==> src/rtl/dmem_bus_ctrl_pkg.sv <==
`default_nettype none
`timescale 1ns/1ps
// ============================================================================
// Module   : dmem_bus_ctrl_pkg
// Brief    : Shared encodings and constants for the data-memory bus controller.
// Revision : 1.0 - initial release
// ============================================================================
package dmem_bus_ctrl_pkg;

    typedef enum logic [1:0] {
        DBC_IDLE = 2'b00,
        DBC_WAIT = 2'b01,
        DBC_DONE = 2'b10
    } dbc_state_e;

    localparam logic [3:0]  c_bus_sel_all  = 4'b1111;
    localparam logic [31:0] c_zero_word    = 32'h0000_0000;
    localparam logic        c_chip_enable  = 1'b1;
    localparam logic        c_write_enable = 1'b1;

    // Loads always fetch the whole word; ME picks the lane afterwards.
    function automatic logic [3:0] bus_sel_for(input logic we, input logic [3:0] sel);
        return (we == c_write_enable) ? sel : c_bus_sel_all;
    endfunction

endpackage
`default_nettype wire

==> src/rtl/dmem_bus_ctrl_if.sv <==
`default_nettype none
`timescale 1ns/1ps
// ============================================================================
// Module   : dmem_bus_if
// Brief    : Request/acknowledge data-memory bus between controller and slave.
// Revision : 1.0 - initial release
// ============================================================================
interface dmem_bus_if #(
    parameter int ADDR_W = 32,
    parameter int DATA_W = 32
);
    logic              cyc;
    logic              stb;
    logic              we;
    logic [3:0]        sel;
    logic [ADDR_W-1:0] adr;
    logic [DATA_W-1:0] wdat;
    logic [DATA_W-1:0] rdat;
    logic              ack;
    logic              err;

    modport master (
        output cyc, stb, we, sel, adr, wdat, err,
        input  rdat, ack
    );

    modport slave (
        input  cyc, stb, we, sel, adr, wdat, err,
        output rdat, ack
    );
endinterface
`default_nettype wire

==> src/rtl/dmem_bus_ctrl.sv <==
`default_nettype none
`timescale 1ns/1ps
// ============================================================================
// Module   : dmem_bus_ctrl
// Brief    : ME-stage data-memory bus controller with registered bus outputs,
//            pipeline stall request and bounded-wait timeout.
// Revision : 1.0 - initial release
// ============================================================================
module dmem_bus_ctrl
    import dmem_bus_ctrl_pkg::*;
#(
    parameter int ADDR_W      = 32,
    parameter int DATA_W      = 32,
    parameter int TIMEOUT_CYC = 255,
    parameter int CNT_W       = 8
) (
    input  wire logic              clk,
    input  wire logic              rst_n,
    input  wire logic              mem_ce_i,
    input  wire logic              mem_w_enable_i,
    input  wire logic [3:0]        mem_sel_i,
    input  wire logic [ADDR_W-1:0] mem_addr_i,
    input  wire logic [DATA_W-1:0] mem_w_data_i,
    output logic      [DATA_W-1:0] mem_r_data_o,
    output logic                   stall_req_o,
    dmem_bus_if.master             bus
);

    localparam logic [CNT_W-1:0]  c_cnt_last = CNT_W'(TIMEOUT_CYC - 1);
    localparam logic [DATA_W-1:0] c_zero     = DATA_W'(c_zero_word);
    localparam logic [ADDR_W-1:0] c_adr_mask = ~ADDR_W'(3);

    dbc_state_e        r_state, w_state_nxt;
    logic              r_cyc,   w_cyc_nxt;
    logic              r_we,    w_we_nxt;
    logic [3:0]        r_sel,   w_sel_nxt;
    logic [ADDR_W-1:0] r_adr,   w_adr_nxt;
    logic [DATA_W-1:0] r_wdat,  w_wdat_nxt;
    logic [DATA_W-1:0] r_rdata, w_rdata_nxt;
    logic [CNT_W-1:0]  r_cnt,   w_cnt_nxt;
    logic              r_err,   w_err_nxt;

    always_ff @(posedge clk or negedge rst_n) begin
        if (!rst_n) begin
            r_state <= DBC_IDLE;
            r_cyc   <= 1'b0;
            r_we    <= 1'b0;
            r_sel   <= 4'b0000;
            r_adr   <= '0;
            r_wdat  <= '0;
            r_rdata <= '0;
            r_cnt   <= '0;
            r_err   <= 1'b0;
        end else begin
            r_state <= w_state_nxt;
            r_cyc   <= w_cyc_nxt;
            r_we    <= w_we_nxt;
            r_sel   <= w_sel_nxt;
            r_adr   <= w_adr_nxt;
            r_wdat  <= w_wdat_nxt;
            r_rdata <= w_rdata_nxt;
            r_cnt   <= w_cnt_nxt;
            r_err   <= w_err_nxt;
        end
    end

    always_comb begin
        w_state_nxt = r_state;
        w_cyc_nxt   = r_cyc;
        w_we_nxt    = r_we;
        w_sel_nxt   = r_sel;
        w_adr_nxt   = r_adr;
        w_wdat_nxt  = r_wdat;
        w_rdata_nxt = r_rdata;
        w_cnt_nxt   = r_cnt;
        w_err_nxt   = 1'b0;

        case (r_state)
            DBC_IDLE: begin
                if (mem_ce_i == c_chip_enable) begin
                    w_cyc_nxt   = 1'b1;
                    w_we_nxt    = mem_w_enable_i;
                    w_sel_nxt   = bus_sel_for(mem_w_enable_i, mem_sel_i);
                    w_adr_nxt   = mem_addr_i & c_adr_mask;
                    w_wdat_nxt  = mem_w_data_i;
                    w_cnt_nxt   = '0;
                    w_state_nxt = DBC_WAIT;
                end
            end

            DBC_WAIT: begin
                w_cnt_nxt = r_cnt + 1'b1;
                // Ack is checked first so an ack on the last allowed cycle is not an error.
                if (bus.ack) begin
                    w_rdata_nxt = (r_we == c_write_enable) ? c_zero : bus.rdat;
                    w_cyc_nxt   = 1'b0;
                    w_we_nxt    = 1'b0;
                    w_state_nxt = DBC_DONE;
                end else if (r_cnt == c_cnt_last) begin
                    w_rdata_nxt = c_zero;
                    w_cyc_nxt   = 1'b0;
                    w_we_nxt    = 1'b0;
                    w_err_nxt   = 1'b1;
                    w_state_nxt = DBC_DONE;
                end
            end

            DBC_DONE: begin
                w_state_nxt = DBC_IDLE;
            end

            default: begin
                w_state_nxt = DBC_IDLE;
            end
        endcase
    end

    // One-cycle stall release in DONE lets ME retire the access with valid data.
    assign stall_req_o  = ((r_state == DBC_IDLE) && mem_ce_i) || (r_state == DBC_WAIT);
    assign mem_r_data_o = (r_state == DBC_DONE) ? r_rdata : c_zero;

    assign bus.cyc  = r_cyc;
    assign bus.stb  = r_cyc;
    assign bus.we   = r_we;
    assign bus.sel  = r_sel;
    assign bus.adr  = r_adr;
    assign bus.wdat = r_wdat;
    assign bus.err  = r_err;

endmodule
`default_nettype wire

==> src/flat_wrapper.sv <==
// flat-port wrapper written by rule: the top's interface ports become plain ports
module dmem_bus_ctrl_flat import dmem_bus_ctrl_pkg::*;
#(
    parameter int ADDR_W      = 32,
    parameter int DATA_W      = 32,
    parameter int TIMEOUT_CYC = 255,
    parameter int CNT_W       = 8
)
  (clk, rst_n, mem_ce_i, mem_w_enable_i, mem_sel_i, mem_addr_i, mem_w_data_i, mem_r_data_o, stall_req_o, bus_cyc, bus_stb, bus_we, bus_sel, bus_adr, bus_wdat, bus_err, bus_rdat, bus_ack);
  dmem_bus_if #(.ADDR_W(ADDR_W), .DATA_W(DATA_W)) bus_i ();
  input  wire logic clk;
  input  wire logic rst_n;
  input  wire logic mem_ce_i;
  input  wire logic mem_w_enable_i;
  input  wire logic [3:0] mem_sel_i;
  input  wire logic [ADDR_W-1:0] mem_addr_i;
  input  wire logic [DATA_W-1:0] mem_w_data_i;
  output logic      [DATA_W-1:0] mem_r_data_o;
  output logic stall_req_o;
  output wire logic [$bits(bus_i.cyc)-1:0] bus_cyc;
  output wire logic [$bits(bus_i.stb)-1:0] bus_stb;
  output wire logic [$bits(bus_i.we)-1:0] bus_we;
  output wire logic [$bits(bus_i.sel)-1:0] bus_sel;
  output wire logic [$bits(bus_i.adr)-1:0] bus_adr;
  output wire logic [$bits(bus_i.wdat)-1:0] bus_wdat;
  output wire logic [$bits(bus_i.err)-1:0] bus_err;
  input wire logic [$bits(bus_i.rdat)-1:0] bus_rdat;
  input wire logic [$bits(bus_i.ack)-1:0] bus_ack;
  assign bus_cyc = bus_i.cyc;
  assign bus_stb = bus_i.stb;
  assign bus_we = bus_i.we;
  assign bus_sel = bus_i.sel;
  assign bus_adr = bus_i.adr;
  assign bus_wdat = bus_i.wdat;
  assign bus_err = bus_i.err;
  assign bus_i.rdat = bus_rdat;
  assign bus_i.ack = bus_ack;
  dmem_bus_ctrl #(.ADDR_W(ADDR_W), .DATA_W(DATA_W), .TIMEOUT_CYC(TIMEOUT_CYC), .CNT_W(CNT_W)) u_core (.clk(clk), .rst_n(rst_n), .mem_ce_i(mem_ce_i), .mem_w_enable_i(mem_w_enable_i), .mem_sel_i(mem_sel_i), .mem_addr_i(mem_addr_i), .mem_w_data_i(mem_w_data_i), .mem_r_data_o(mem_r_data_o), .stall_req_o(stall_req_o), .bus(bus_i));
endmodule
==> config.mk <==
export PLATFORM = sky130hd
export DESIGN_NAME = dmem_bus_ctrl_flat
export DESIGN_NICKNAME = d
export VERILOG_FILES = /design/src/rtl/dmem_bus_ctrl_pkg.sv /design/src/rtl/dmem_bus_ctrl_if.sv /design/src/rtl/dmem_bus_ctrl.sv /design/src/flat_wrapper.sv
export SDC_FILE = /design/constraint.sdc
export NUM_CORES = 1
export LEC_CHECK = 0
export ABC_AREA = 1
export BUFFER_PORTS_ARGS = -buffer_cell sky130_fd_sc_hd__buf_4
export CAP_MARGIN = 0
export CORE_MARGIN = 5
export CORE_UTILIZATION = 47
export DETAILED_ROUTE_END_ITERATION = 12
export GPL_TIMING_DRIVEN = 1
export PLACE_DENSITY = 0.81
export SYNTH_ARGS = -nofsm -noshare
export SYNTH_HDL_FRONTEND = slang
export SYNTH_SLANG_ARGS = --single-unit
==> constraint.sdc <==
create_clock -name clk -period 1.8 [get_ports clk]
set_input_delay 0.36 -clock clk [delete_from_list [all_inputs] [get_ports clk]]
set_output_delay 0.36 -clock clk [all_outputs]
set_load 0.03 [all_outputs]
==> metrics.md, run 1 <==
| Metric | Value |
|---|---|
| Die Height | `about 110 um` |
| First-pass GRT wire length | `between 20000 and 25000 um` |
| Final setup vio count | `0` |
| Clock latency on the worst-skew pair | `between 0.3 and 0.4 ns` |
| Syn_area_per_cell | `8.210 sq um` |
| Post-Route WL | `roughly 13000 um` |
| ANT cells | `0` |
| FF-to-FF End | `u_core.r_rdata[7]` |
| RePlAce Congestion | `between 0.7 and 0.8` |
| P&R area growth vs syn | `39.93%` |
| Hold Violations, Final | `0` |
| Clk root buf | `clkbuf_8` |
| Reg2reg path depth | `9` |
| CP max-delay cell | `dfrtp_1` |
| CP required | `~1.4 ns` |
| DR iter-0 viols | `286` |
| IO Count | `210` |
| Power Density | `between 1500 and 2000 mW/mm^2` |
| Status | `completed` |
| Period utilization | `0.9774` |
| Skew final | `0.01071 ns` |
| Commonest non-fill, non-tap cell in the layout | `nand2_1` |
| Synth Register Bits | `roughly 110` |
| Num rows | `36` |
| GRT Util Overall | `0.2117` |
| Core Box Area | `approximately 0.01 sq mm` |
| Largest net degree at the start of global routing | `47` |
| Fmax | `roughly 570 MHz` |
| Initial Util | `0.4841` |
| Worst Setup EP | `mem_r_data_o[0]` |
| Delay-heaviest family, CP | `buffers and inverters` |
| CP Max Fanout | `32` |
| Commonest non-fill, non-tap cells in the layout | `266 x nand2_1, 207 x buf_4, 111 x dfrtp_1` |
| Via count | `roughly 4400` |
| CP arrival | `1.40 ns` |
| Clock Pin Slew Worst Setup and Hold Paths | `roughly 0.1 ns` |
| Clock tree from TritonCTS | `built` |
| Gr ovfl total | `0` |
| Max Cap Violations | `0` |
| TritonCTS Buffers | `9` |
| PortBufs | `between 200 and 250` |
| Placed cell count | `895` |
| Worst path max stage delay | `about 0.40 ns` |
| Fin crit period | `approximately 1.8 ns` |
| Maximum vdd drop | `1068 uV` |
| Pre-Repair DR Iteration Count | `6` |
| Layout cells sized above 1 | `0.3290` |
| Hold slack | `~0.18 ns` |
| Post-CTS setup buffer count | `0` |
| Antenna-violating nets left | `0` |
| Worst hold path type | `input pin to register` |
| Initial antenna violation count | `0` |
| Post-synthesis sequential area ratio | `0.5844` |
| Yosys cell types | `20` |
| CP bufs+invs | `3` |
| Mean routed wirelength per cell | `14.41 um` |
| Avg Vias per Cell | `slightly below 5` |
| DPL Wire Length | `between 9000 and 10000 um` |
| Startpoint types | `register` |
| CTS Sinks | `111` |
| Clock buffer depth | `2` |
| Crit. Startpoint | `u_core.r_state[0]` |
| # DRC | `0` |
| Die area | `around 0.012 sq mm` |
| # H-tree levels | `3` |
| Layout Cells excl Fill | `around 910` |
| CP Depth | `5` |
| RSZ-0062 raised after global routing | `true` |
| Fin. max-slew vios | `0` |
| Worst Setup End Kind | `primary output` |
| Synthesized area | `around 0.0048 sq mm` |
| RR Startpoint | `u_core.r_cnt[0]` |
| Die width | `around 110 um` |
| Critical path cell sequence | `inv_1 -> nand2_2 -> buf_12 -> nor2_1 -> buf_4` |
| R2r setup slk | `~0.25 ns` |
| LEAKAGE | `3.703 nW` |
| Nets | `between 800 and 900` |
| Path type of the worst setup path | `register to primary output` |
| Number of global-route vias before repair | `4373` |
| Syn. warnings | `0` |
| Pwr Total | `11.38 mW` |
| Post-Syn Instances | `a little under 600` |
area by class of cell:
class	count	area, sq um
Fill cell	801	3168
Sequential cell	111	2778
Timing Repair Buffer	216	1689
Multi-Input combinational cell	388	1644
Inverter	48	180.2
Tap cell	133	166.4
Clock buffer	9	123.9
Clock inverter	6	70.07
per-layer routing:
layer / vias up / part of all wire / track usage / routed length [um]
met5: - / 0 / 0 / 0
met4: 0 / 0.012 / 0.05255 / 163
met3: 13 / 0.091 / 0.07549 / 1196
met2: 181 / 0.50 / 0.3523 / 6528
met1: 2052 / 0.40 / 0.2639 / 5235
li1: 2133 / - / - / -
power breakdown:
part / internal (mW) / switching [mW]
sequential: 3.51 / 0.630
combinational: 1.96 / 3.79
clock: 0.650 / 0.835
total: 6.12 / 5.26
cell usage after synthesis:
cell type  number  share of area
nor3_1          1         0.0011
inv_1          45          0.036
inv_2           3         0.0024
conb_1          1        0.00079
nand2_4         1         0.0024
a21oi_1         3         0.0032
buf_2          12          0.013
dfrtp_1       111           0.58
buf_4           3         0.0047
nand4_1        33          0.043
nand3_2         1         0.0021
nand3_1         4         0.0042
clkbuf_1       15          0.012
nand2_1       268           0.21
nand2_2        13          0.017
buf_6           3         0.0071
nor2_4          1         0.0024
nor2_1         54          0.043
ha_1            2         0.0053
o21ai_0         5         0.0053
how the worst min path moves through the flow:
stage                         from                  to  slack, ns  depth (start not counted)
floorplan                    rst_n  u_core.bus.adr[10]       0.06                          0
global placement             rst_n   u_core.r_rdata[2]       0.33                          1
detailed placement           rst_n   u_core.r_rdata[2]       0.33                          1
CTS                 mem_addr_i[30]  u_core.bus.adr[30]       0.16                          3
global route        mem_addr_i[12]  u_core.bus.adr[12]       0.16                          3
finish              mem_addr_i[16]  u_core.bus.adr[16]       0.18                          3
flip-flops by register name, summed over array words and instances, names as in the netlist:
register         flops
u_core.bus.we        1
u_core.bus.sel       4
u_core.bus.wdat     32
u_core.bus.err       1
u_core.bus.adr      30
u_core.r_rdata      32
u_core.bus.cyc       1
u_core.r_cnt         8
u_core.r_state       2
through the flow:
step | area, sq um | util | setup TNS (ns) | setup WS (ns)
3_5_place_dp | 6402 | 0.6520 | 0 | 0.2596
3_3_place_gp | 6402 | 0.6520 | 0 | 0.3281
4_1_cts | 6613 | 0.6734 | 0 | 0.002809
2_1_floorplan | 4757 | - | 0 | 0.2949
5_1_grt | 6651 | 0.6774 | -1.616 | -0.06569
6_report | 6651 | 0.6774 | 0 | 0.04070
cells by family (layout without fill, tap and decap cells):
kind of cell,after synthesis,after routing,synth area share
flip-flops,111,111,0.5844
other,1,2,0.0007889
AO/OA/AOI/OAI,8,8,0.008422
AND/OR/NAND/NOR,376,376,0.3269
buffers and inverters,81,279,0.07423
adder cells (fa/ha/maj),2,2,0.005264
repair_timing:
action | 4_1_cts | 5_1_grt
gates resized for setup | 2 | 12
endpoints found under the hold margin | 29 | 0
hold buffers | 1 | 0
endpoints found under the setup margin | 32 | 33
worst register-to-register path: stages (launching register included):
cell,delay [ns]
dfrtp_1,0.41
inv_1,0.11
ha_1,0.15
nand2_1,0.05
nor2_1,0.11
nand2_2,0.07
nand2_2,0.09
nand2_4,0.24
nand2_1,0.15
nand2_1,0.06
No activity file was read; power rests on OpenSTA's default activity.
==> run 2: changes to the inputs <==
Settings changed: ABC_AREA 1 to unset, CORE_UTILIZATION 47 to 35, PLACE_DENSITY 0.81 to 0.63.
==> run 2 against run 1 <==
Net effect:
- maximum frequency is 0.39% higher
- utilization is 15 points lower
- final area is 5.3% higher
- global-route usage is 5.2 points lower
- final cell count is 4.9% lower
- synthesized area is 1.3% higher
- critical path type unchanged
- largest power group unchanged
- highest routed layer unchanged
==> metrics.md, run 2 <==
| Metric | Value |
|---|---|
| Pwr Total | `11.18 mW (was 11.38 mW)` |
| RSZ-0062 raised after global routing | `true (unchanged)` |
| P&R area growth vs syn | `45.38% (was 39.93%)` |
| Path type of the worst setup path | `register to primary output (unchanged)` |
| Via count | `4078 (was 4379)` |
| Initial antenna violation count | `0 (unchanged)` |
| Startpoint types | `register (unchanged)` |
| Skew final | `0.005400 ns (was 0.01071 ns)` |
| Die Height | `127.3 um (was 110.6 um)` |
| First-pass GRT wire length | `20970 um (was 21540 um)` |
| Final setup vio count | `0 (unchanged)` |
| CP required | `1.44 ns (about the same)` |
| Area of the multi-input gates | `0.001844 sq mm (was 0.001644 sq mm)` |
| Status | `completed (unchanged)` |
| Initial Util | `0.3609 (was 0.4841)` |
| Synth area leaders | `dfrtp_1 58%, nand2_1 15%, and2_1 7.8% (was dfrtp_1 58%, nand2_1 21%, nand4_1 4.3%)` |
| # DRC | `0 (unchanged)` |
| Switching power total | `4.517 mW (was 5.259 mW)` |
| DPL Wire Length | `9264 um (was 9711 um)` |
| # H-tree levels | `3 (unchanged)` |
| Commonest non-fill, non-tap cell in the layout | `nand2_1 (unchanged)` |
| TritonCTS Buffers | `9 (unchanged)` |
| Worst hold path type | `input pin to register (unchanged)` |
| Gr ovfl total | `0 (unchanged)` |
| Period utilization | `0.9736 (was 0.9774)` |
| Power share of the combinational group | `0.459 (was 0.505)` |
| Post-Route WL | `13190 um (was 13120 um)` |
| Clock buffer depth | `2 (unchanged)` |
| Pre-Repair DR Iteration Count | `4 (was 6)` |
| DP Area | `0.006553 sq mm (was 0.006402 sq mm)` |
| IO Count | `210 (unchanged)` |
| Clk root buf | `clkbuf_16 (was clkbuf_8)` |
| CP arrival | `1.39 ns (was 1.40 ns)` |
| Mux cell area share after synthesis | `0.01039 (was 0)` |
| Layout cells sized above 1 | `0.3710 (was 0.3290)` |
| XOR/XNOR Fraction of Synth Area | `0 (unchanged)` |
| Largest family of logic cells by synthesized area | `simple AND/OR/NAND/NOR gates (unchanged)` |
| Maximum vdd drop | `795.3 uV (was 1068 uV)` |
| Adder-cell area share of the yosys netlist | `0.005195 (was 0.005265)` |
| Syn_area_per_cell | `9.932 sq um (was 8.210 sq um)` |
| Yosys cell types | `36 (was 20)` |
| Setup TNS | `0 ns (unchanged)` |
| Clock share of power | `0.168 (was 0.131)` |
| GRT Util Overall | `0.1595 (was 0.2117)` |
| Clock tree from TritonCTS | `built (unchanged)` |
| Number of global-route vias before repair | `4144 (was 4373)` |
| Met3 usage | `0.05134 (was 0.07549)` |
| Num rows | `42 (was 36)` |
| Antenna-violating nets left | `0 (unchanged)` |
| Power Density | `1597 mW/mm^2 (was 1710 mW/mm^2)` |
| Fin. max-slew vios | `0 (unchanged)` |
| Commonest register cell after synthesis | `dfrtp_1 (unchanged)` |
| Max Cap Violations | `0 (unchanged)` |
| Post-synth top area cell | `dfrtp_1 (unchanged)` |
| Flop pwr share | `0.373 (was 0.364)` |
| Fmax | `570.6 MHz (was 568.4 MHz)` |
| Clock Pin Slew Worst Setup and Hold Paths | `0.07 ns (was 0.10 ns)` |
| Commonest cells in the netlist | `194 x nand2_1, 111 x dfrtp_1, 60 x and2_1 (was 268 x nand2_1, 111 x dfrtp_1, 54 x nor2_1)` |
| ANT cells | `0 (unchanged)` |
| Number of enable flip-flop cells after synthesis | `0 (unchanged)` |
| Synthesized area | `0.004817 sq mm (was 0.004753 sq mm)` |
| Share of Yosys cell area claimed by the top area cell type | `0.5766 (was 0.5844)` |
| Hold Violations, Final | `0 (unchanged)` |
| Nets | `792 (was 881)` |
| Largest net degree at the start of global routing | `69 (was 47)` |
| GR Layer Usage met1 | `0.1939 (was 0.2639)` |
| Mean routed wirelength per cell | `15.23 um (was 14.41 um)` |
| Clock latency on the worst-skew pair | `0.34 ns (was 0.36 ns)` |
| PortBufs | `205 (unchanged)` |
| Top Usage Layer GRT | `met2 (unchanged)` |
| Die width | `127.3 um (was 110.6 um)` |
| Synth Area in Compound Gates | `0.09039 (was 0.008423)` |
| Post-synthesis sequential area ratio | `0.5766 (was 0.5844)` |
| Die area | `0.01621 sq mm (was 0.01222 sq mm)` |
| Fin crit period | `1.752 ns (was 1.759 ns)` |
| Syn. warnings | `0 (unchanged)` |
| Count leader, synth | `nand2_1 (unchanged)` |
| Fillers | `1232 (was 801)` |
| Synth Register Bits | `111 (unchanged)` |
| CTS Sinks | `111 (unchanged)` |
| Commonest non-fill, non-tap cells in the layout | `194 x nand2_1, 181 x buf_4, 109 x dfrtp_1 (was 266 x nand2_1, 207 x buf_4, 111 x dfrtp_1)` |
| LEAKAGE | `3.604 nW (was 3.703 nW)` |
| RePlAce Congestion | `0.7612 (was 0.7823)` |
| Post-layout util | `0.5247 (was 0.6774)` |
| Core Box Area | `0.01335 sq mm (was 0.009819 sq mm)` |
| Reg area | `0.002780 sq mm (was 0.002778 sq mm)` |
| Post-Syn Instances | `485 (was 579)` |
| Met2 Use GR | `0.2645 (was 0.3523)` |
| Switch share | `0.4040 (was 0.4623)` |
| Simple-Gate Fraction of Synth Area | `0.2699 (was 0.3269)` |
| Async set or reset register ratio after synthesis | `1.000 (unchanged)` |
| DR iter-0 viols | `191 (was 286)` |
| Internal power | `6.664 mW (was 6.117 mW)` |
| CP Max Fanout | `32 (unchanged)` |
| Avg Vias per Cell | `4.709 (was 4.807)` |
| Worst Setup End Kind | `primary output (unchanged)` |
| Final instance area | `0.007003 sq mm (was 0.006651 sq mm)` |
run 2: cell count changes in the layout (fill, tap and decap cells not counted), sizes merged, moves of 5 or more:
cell,delta
nor2,-50
nand4,-29
mux2i,+5
a221o,+33
nand2,-88
inv,-44
and2,+65
run 2: final cells by class:
class,instances,share of cell area
sequential,111,0.3970
clock buffer,13,0.03716
timing repair buffer,220,0.2653
multi-input combinational,337,0.2634
tap,176,0.03145
clock inverter,3,0.002501
inverter,6,0.003216
run 2: layer usage:
metal / vias to the layer above / part of all wire
met2: 125 / 0.50
met4: 0 / 0.019
li1: 1980 / -
met5: - / 0
met3: 17 / 0.082
met1: 1956 / 0.40
run 2: repair_timing:
action,in CTS,in global routing
gates resized for setup,5,33
endpoints found under the hold margin,27,0
hold buffers,1,0
setup buffers,3,0
cloned,0,0
endpoints found under the setup margin,32,32
run 2: power groups by stage:
stage          sequential, mW  combinational (mW)  clock [mW]
5_1_grt                  4.31                5.52        2.04
3_5_place_dp             4.19                5.06           0
6_report                 4.17                5.13        1.88
3_3_place_gp             4.13                4.96           0
4_1_cts                  4.17                5.12        1.94
2_1_floorplan            5.33                1.92           0
run 2: worst max-delay path, cell delays in order, from the launching register on:
cell and delay (ns):
dfrtp_2 0.44, nor2b_4 0.13, buf_12 0.17, and2_1 0.16
buf_6 0.13
run 2: cell families after synthesis:
logic type	after synthesis
and+or+nand+nor	283
DFF	111
AOI/OAI and AO/OA	45
buffers and inverters	38
muxes	5
adders and majority gates	2
other	1
run 2: worst paths after layout:
| kind | endpoint | slack (ns) | cells past startpoint | startpoint |
|---|---|---|---|---|
| worst min-delay path | u_core.bus.wdat[10] | 0.20 | 3 | mem_w_data_i[10] |
| worst max-delay path | mem_r_data_o[11] | 0.05 | 4 | u_core.r_state[0] |
| worst min register to register | u_core.bus.adr[2] | 0.47 | 2 | u_core.bus.adr[2] |
| max in group asynchronous | u_core.bus.adr[30] | 0.68 | 3 | rst_n |
| min in group asynchronous | u_core.r_rdata[4] | 0.52 | 2 | rst_n |
| worst max register to register | u_core.r_cnt[2] | 0.14 | 5 | u_core.r_state[0] |
run 2: stage by stage:
step | setup WS (ns) | hold WS (ns) | cells
after floorplan | 0.2646 | 0.06441 | 486
after global placement | 0.2378 | 0.3227 | 846
after detailed placement | 0.2183 | 0.3331 | 846
after CTS | 0.008244 | 0.1901 | 866
after global routing | -0.03070 | 0.1917 | 866
final | 0.04755 | 0.2026 | 866
==> run 3: changes to the inputs <==
Settings changed: CORE_ASPECT_RATIO set to 0.6.
==> run 3 against run 2 <==
Net effect:
- flip-flop and latch count stayed put
- largest cell class unchanged
- final cell count is 0.12% higher
- the flow now finishes with violations (negative setup slack)
- largest power group unchanged
- clock-buffer cell count is 3 lower
- first-iteration DRC count is 16% higher
==> metrics.md, run 3 (synthesis results as in run 2) <==
| Metric | Value |
|---|---|
| Post-Route WL | `13590 um (was 13190 um)` |
| Max-Slew Margin vs Limit | `0.5976` |
| LEAKAGE | `3.671 nW (was 3.604 nW)` |
| Pwr Total | `11.50 mW (was 11.18 mW)` |
| Largest net degree at the start of global routing | `112 (was 69)` |
| Number of global-route vias before repair | `4113 (was 4144)` |
| Fmax | `547.8 MHz (was 570.6 MHz)` |
| Power share of the combinational group | `0.457 (was 0.459)` |
| Clock Pin Slew Worst Setup and Hold Paths | `0.07 ns (about the same)` |
| RSZ-0062 raised after global routing | `true (unchanged)` |
| Clock tree from TritonCTS | `built (unchanged)` |
| Fin. max-slew vios | `0 (unchanged)` |
| Worst path max stage delay | `0.43 ns (was 0.44 ns)` |
| Status | `finished, violations left (was completed)` |
| Antenna-violating nets left | `0 (unchanged)` |
| Num rows | `33 (was 42)` |
| TritonCTS Buffers | `9 (unchanged)` |
| Hold Violations, Final | `0 (unchanged)` |
| Switching power total | `4.643 mW (was 4.517 mW)` |
| CP max-delay cell | `dfrtp_2 (unchanged)` |
| Internal power | `6.855 mW (was 6.664 mW)` |
| Hold slack | `0.06441 ns (was 0.2026 ns)` |
| RePlAce Congestion | `0.7901 (was 0.7612)` |
| Commonest non-fill, non-tap cells in the layout | `194 x nand2_1, 180 x buf_4, 109 x dfrtp_1 (was 194 x nand2_1, 181 x buf_4, 109 x dfrtp_1)` |
| Met2 Use GR | `0.2402 (was 0.2645)` |
| Initial Util | `0.3546 (was 0.3609)` |
| Avg Vias per Cell | `4.702 (was 4.709)` |
| Clock share of power | `0.178 (was 0.168)` |
| Top Usage Layer GRT | `met2 (unchanged)` |
| Initial antenna violation count | `0 (unchanged)` |
| Clock buffer depth | `2 (unchanged)` |
| Pre-Repair DR Iteration Count | `4 (unchanged)` |
| ANT cells | `0 (unchanged)` |
| Flop pwr share | `0.365 (was 0.373)` |
| P&R area growth vs syn | `48.08% (was 45.38%)` |
| CTS Sinks | `111 (unchanged)` |
| PortBufs | `205 (unchanged)` |
| Final setup vio count | `23 (was 0)` |
| Maximum vdd drop | `794.2 uV (was 795.3 uV)` |
| Least-Margin Pin Slew | `about 0.60 ns` |
| DR iter-0 viols | `222 (was 191)` |
| Layout cells sized above 1 | `0.4090 (was 0.3710)` |
| CTS hold repair buffers | `0 (was 1)` |
| CP arrival | `1.47 ns (was 1.39 ns)` |
| Post-route setup slack | `-0.02561 ns (was 0.04755 ns)` |
| Met3 usage | `0.07356 (was 0.05134)` |
| DP Area | `0.006524 sq mm (was 0.006553 sq mm)` |
| Fin crit period | `1.826 ns (was 1.752 ns)` |
| Clk root buf | `clkbuf_16 (unchanged)` |
| Die width | `161.5 um (was 127.3 um)` |
| Skew final | `0.01092 ns (was 0.005400 ns)` |
| # H-tree levels | `3 (unchanged)` |
| GR Layer Usage met1 | `0.2214 (was 0.1939)` |
| Nets | `794 (was 792)` |
| Via count | `4077 (was 4078)` |
| Clock latency on the worst-skew pair | `0.34 ns (about the same)` |
| Setup TNS | `-0.2926 ns (was 0 ns)` |
| # DRC | `0 (unchanged)` |
| Core Box Area | `0.01358 sq mm (was 0.01335 sq mm)` |
| GRT Util Overall | `0.1621 (was 0.1595)` |
| Startpoint types | `register (unchanged)` |
| First-pass GRT wire length | `21390 um (was 20970 um)` |
| IO Count | `210 (unchanged)` |
| Max Cap Violations | `0 (unchanged)` |
| Critical path cell sequence | `nor2b_4 -> buf_12 -> clkbuf_16 -> and2_4 -> buf_6 (was nor2b_4 -> buf_12 -> and2_1 -> buf_6)` |
| Power Density | `1612 mW/mm^2 (was 1597 mW/mm^2)` |
| Mean routed wirelength per cell | `15.68 um (was 15.23 um)` |
| Violated checks | `negative setup slack` |
| DPL Wire Length | `9234 um (was 9264 um)` |
| CP required | `1.44 ns (about the same)` |
| Final instance area | `0.007133 sq mm (was 0.007003 sq mm)` |
| Period utilization | `1.014 (was 0.9736)` |
| Switch share | `0.4038 (was 0.4040)` |
| CP Max Fanout | `8 (was 32)` |
| Commonest non-fill, non-tap cell in the layout | `nand2_1 (unchanged)` |
| Gr ovfl total | `0 (unchanged)` |
| Die Height | `100.9 um (was 127.3 um)` |
| Worst Setup End Kind | `primary output (unchanged)` |
| Die area | `0.01629 sq mm (was 0.01621 sq mm)` |
| Path type of the worst setup path | `register to primary output (unchanged)` |
| Worst hold path type | `input pin to asynchronous set/reset pin (was input pin to register)` |
==> run 3: cell count changes in the layout (fill, tap and decap cells not counted), sizes merged <==
cell / change
inv: +3
buf: +1
bufinv: +1
clkbuf: -1
clkinv: -1
dlygate4sd3: -1
==> run 3: final cells by class <==
class / count / area [sq um]
Tap cell: 175 / 219.0
Fill cell: 1239 / 6451
Inverter: 6 / 22.52
Timing Repair Buffer: 222 / 1913
Clock inverter: 6 / 75.07
Sequential cell: 111 / 2780
Multi-Input combinational cell: 337 / 1894
Clock buffer: 10 / 229.0
==> run 3: final timing paths <==
kind                                         start             endpoint  slack [ns]  cells after the start
min in group clk                    mem_addr_i[29]   u_core.bus.adr[29]        0.20                      3
worst min register to register  u_core.bus.adr[30]   u_core.bus.adr[30]        0.48                      2
worst min-delay path                         rst_n   u_core.r_rdata[21]        0.06                      2
worst max-delay path             u_core.r_state[0]     mem_r_data_o[21]       -0.03                      5
worst max register to register   u_core.r_state[0]  u_core.bus.wdat[22]        0.12                      5
max in group asynchronous                    rst_n    u_core.r_state[1]        1.24                      2
==> run 3: per-layer routing <==
layer  vias to the layer above  wire (um)
met5                         -          0
met4                         0         97
met3                         6       1364
met2                       139       6039
met1                      1955       6093
li1                       1977          -
==> run 3: power groups by stage <==
stage,clock (mW),sequential [mW],combinational [mW]
finish,2.05,4.19,5.26
global placement,0,4.14,4.97
CTS,2.13,4.17,5.09
global route,2.23,4.36,5.67
detailed placement,0,4.19,5.05
floorplan,0,5.33,1.92
==> run 3: critical path, delay by kind of cell (launching register included) <==
kind	cells	cell delay, ns
and+or+nand+nor	2	0.27
DFF	1	0.43
buffers and inverters	3	0.41
==> run 3: through the flow <==
step | utilization | setup WS (ns) | cells
after floorplan | - | 0.2646 | 486
after global placement | 0.4802 | 0.2153 | 843
after detailed placement | 0.4802 | 0.1858 | 843
after CTS | 0.5056 | -0.0004021 | 863
after global routing | 0.5251 | -0.07969 | 867
final | 0.5251 | -0.02561 | 867
==> run 3: repair_timing <==
item / CTS / global route
gates resized for setup: 4 / 57
setup buffers: 4 / 1
endpoints found under the hold margin: 0 / 0
setup endpoints to repair: 32 / 33
gates cloned: 0 / 3
pin swaps: 0 / 14
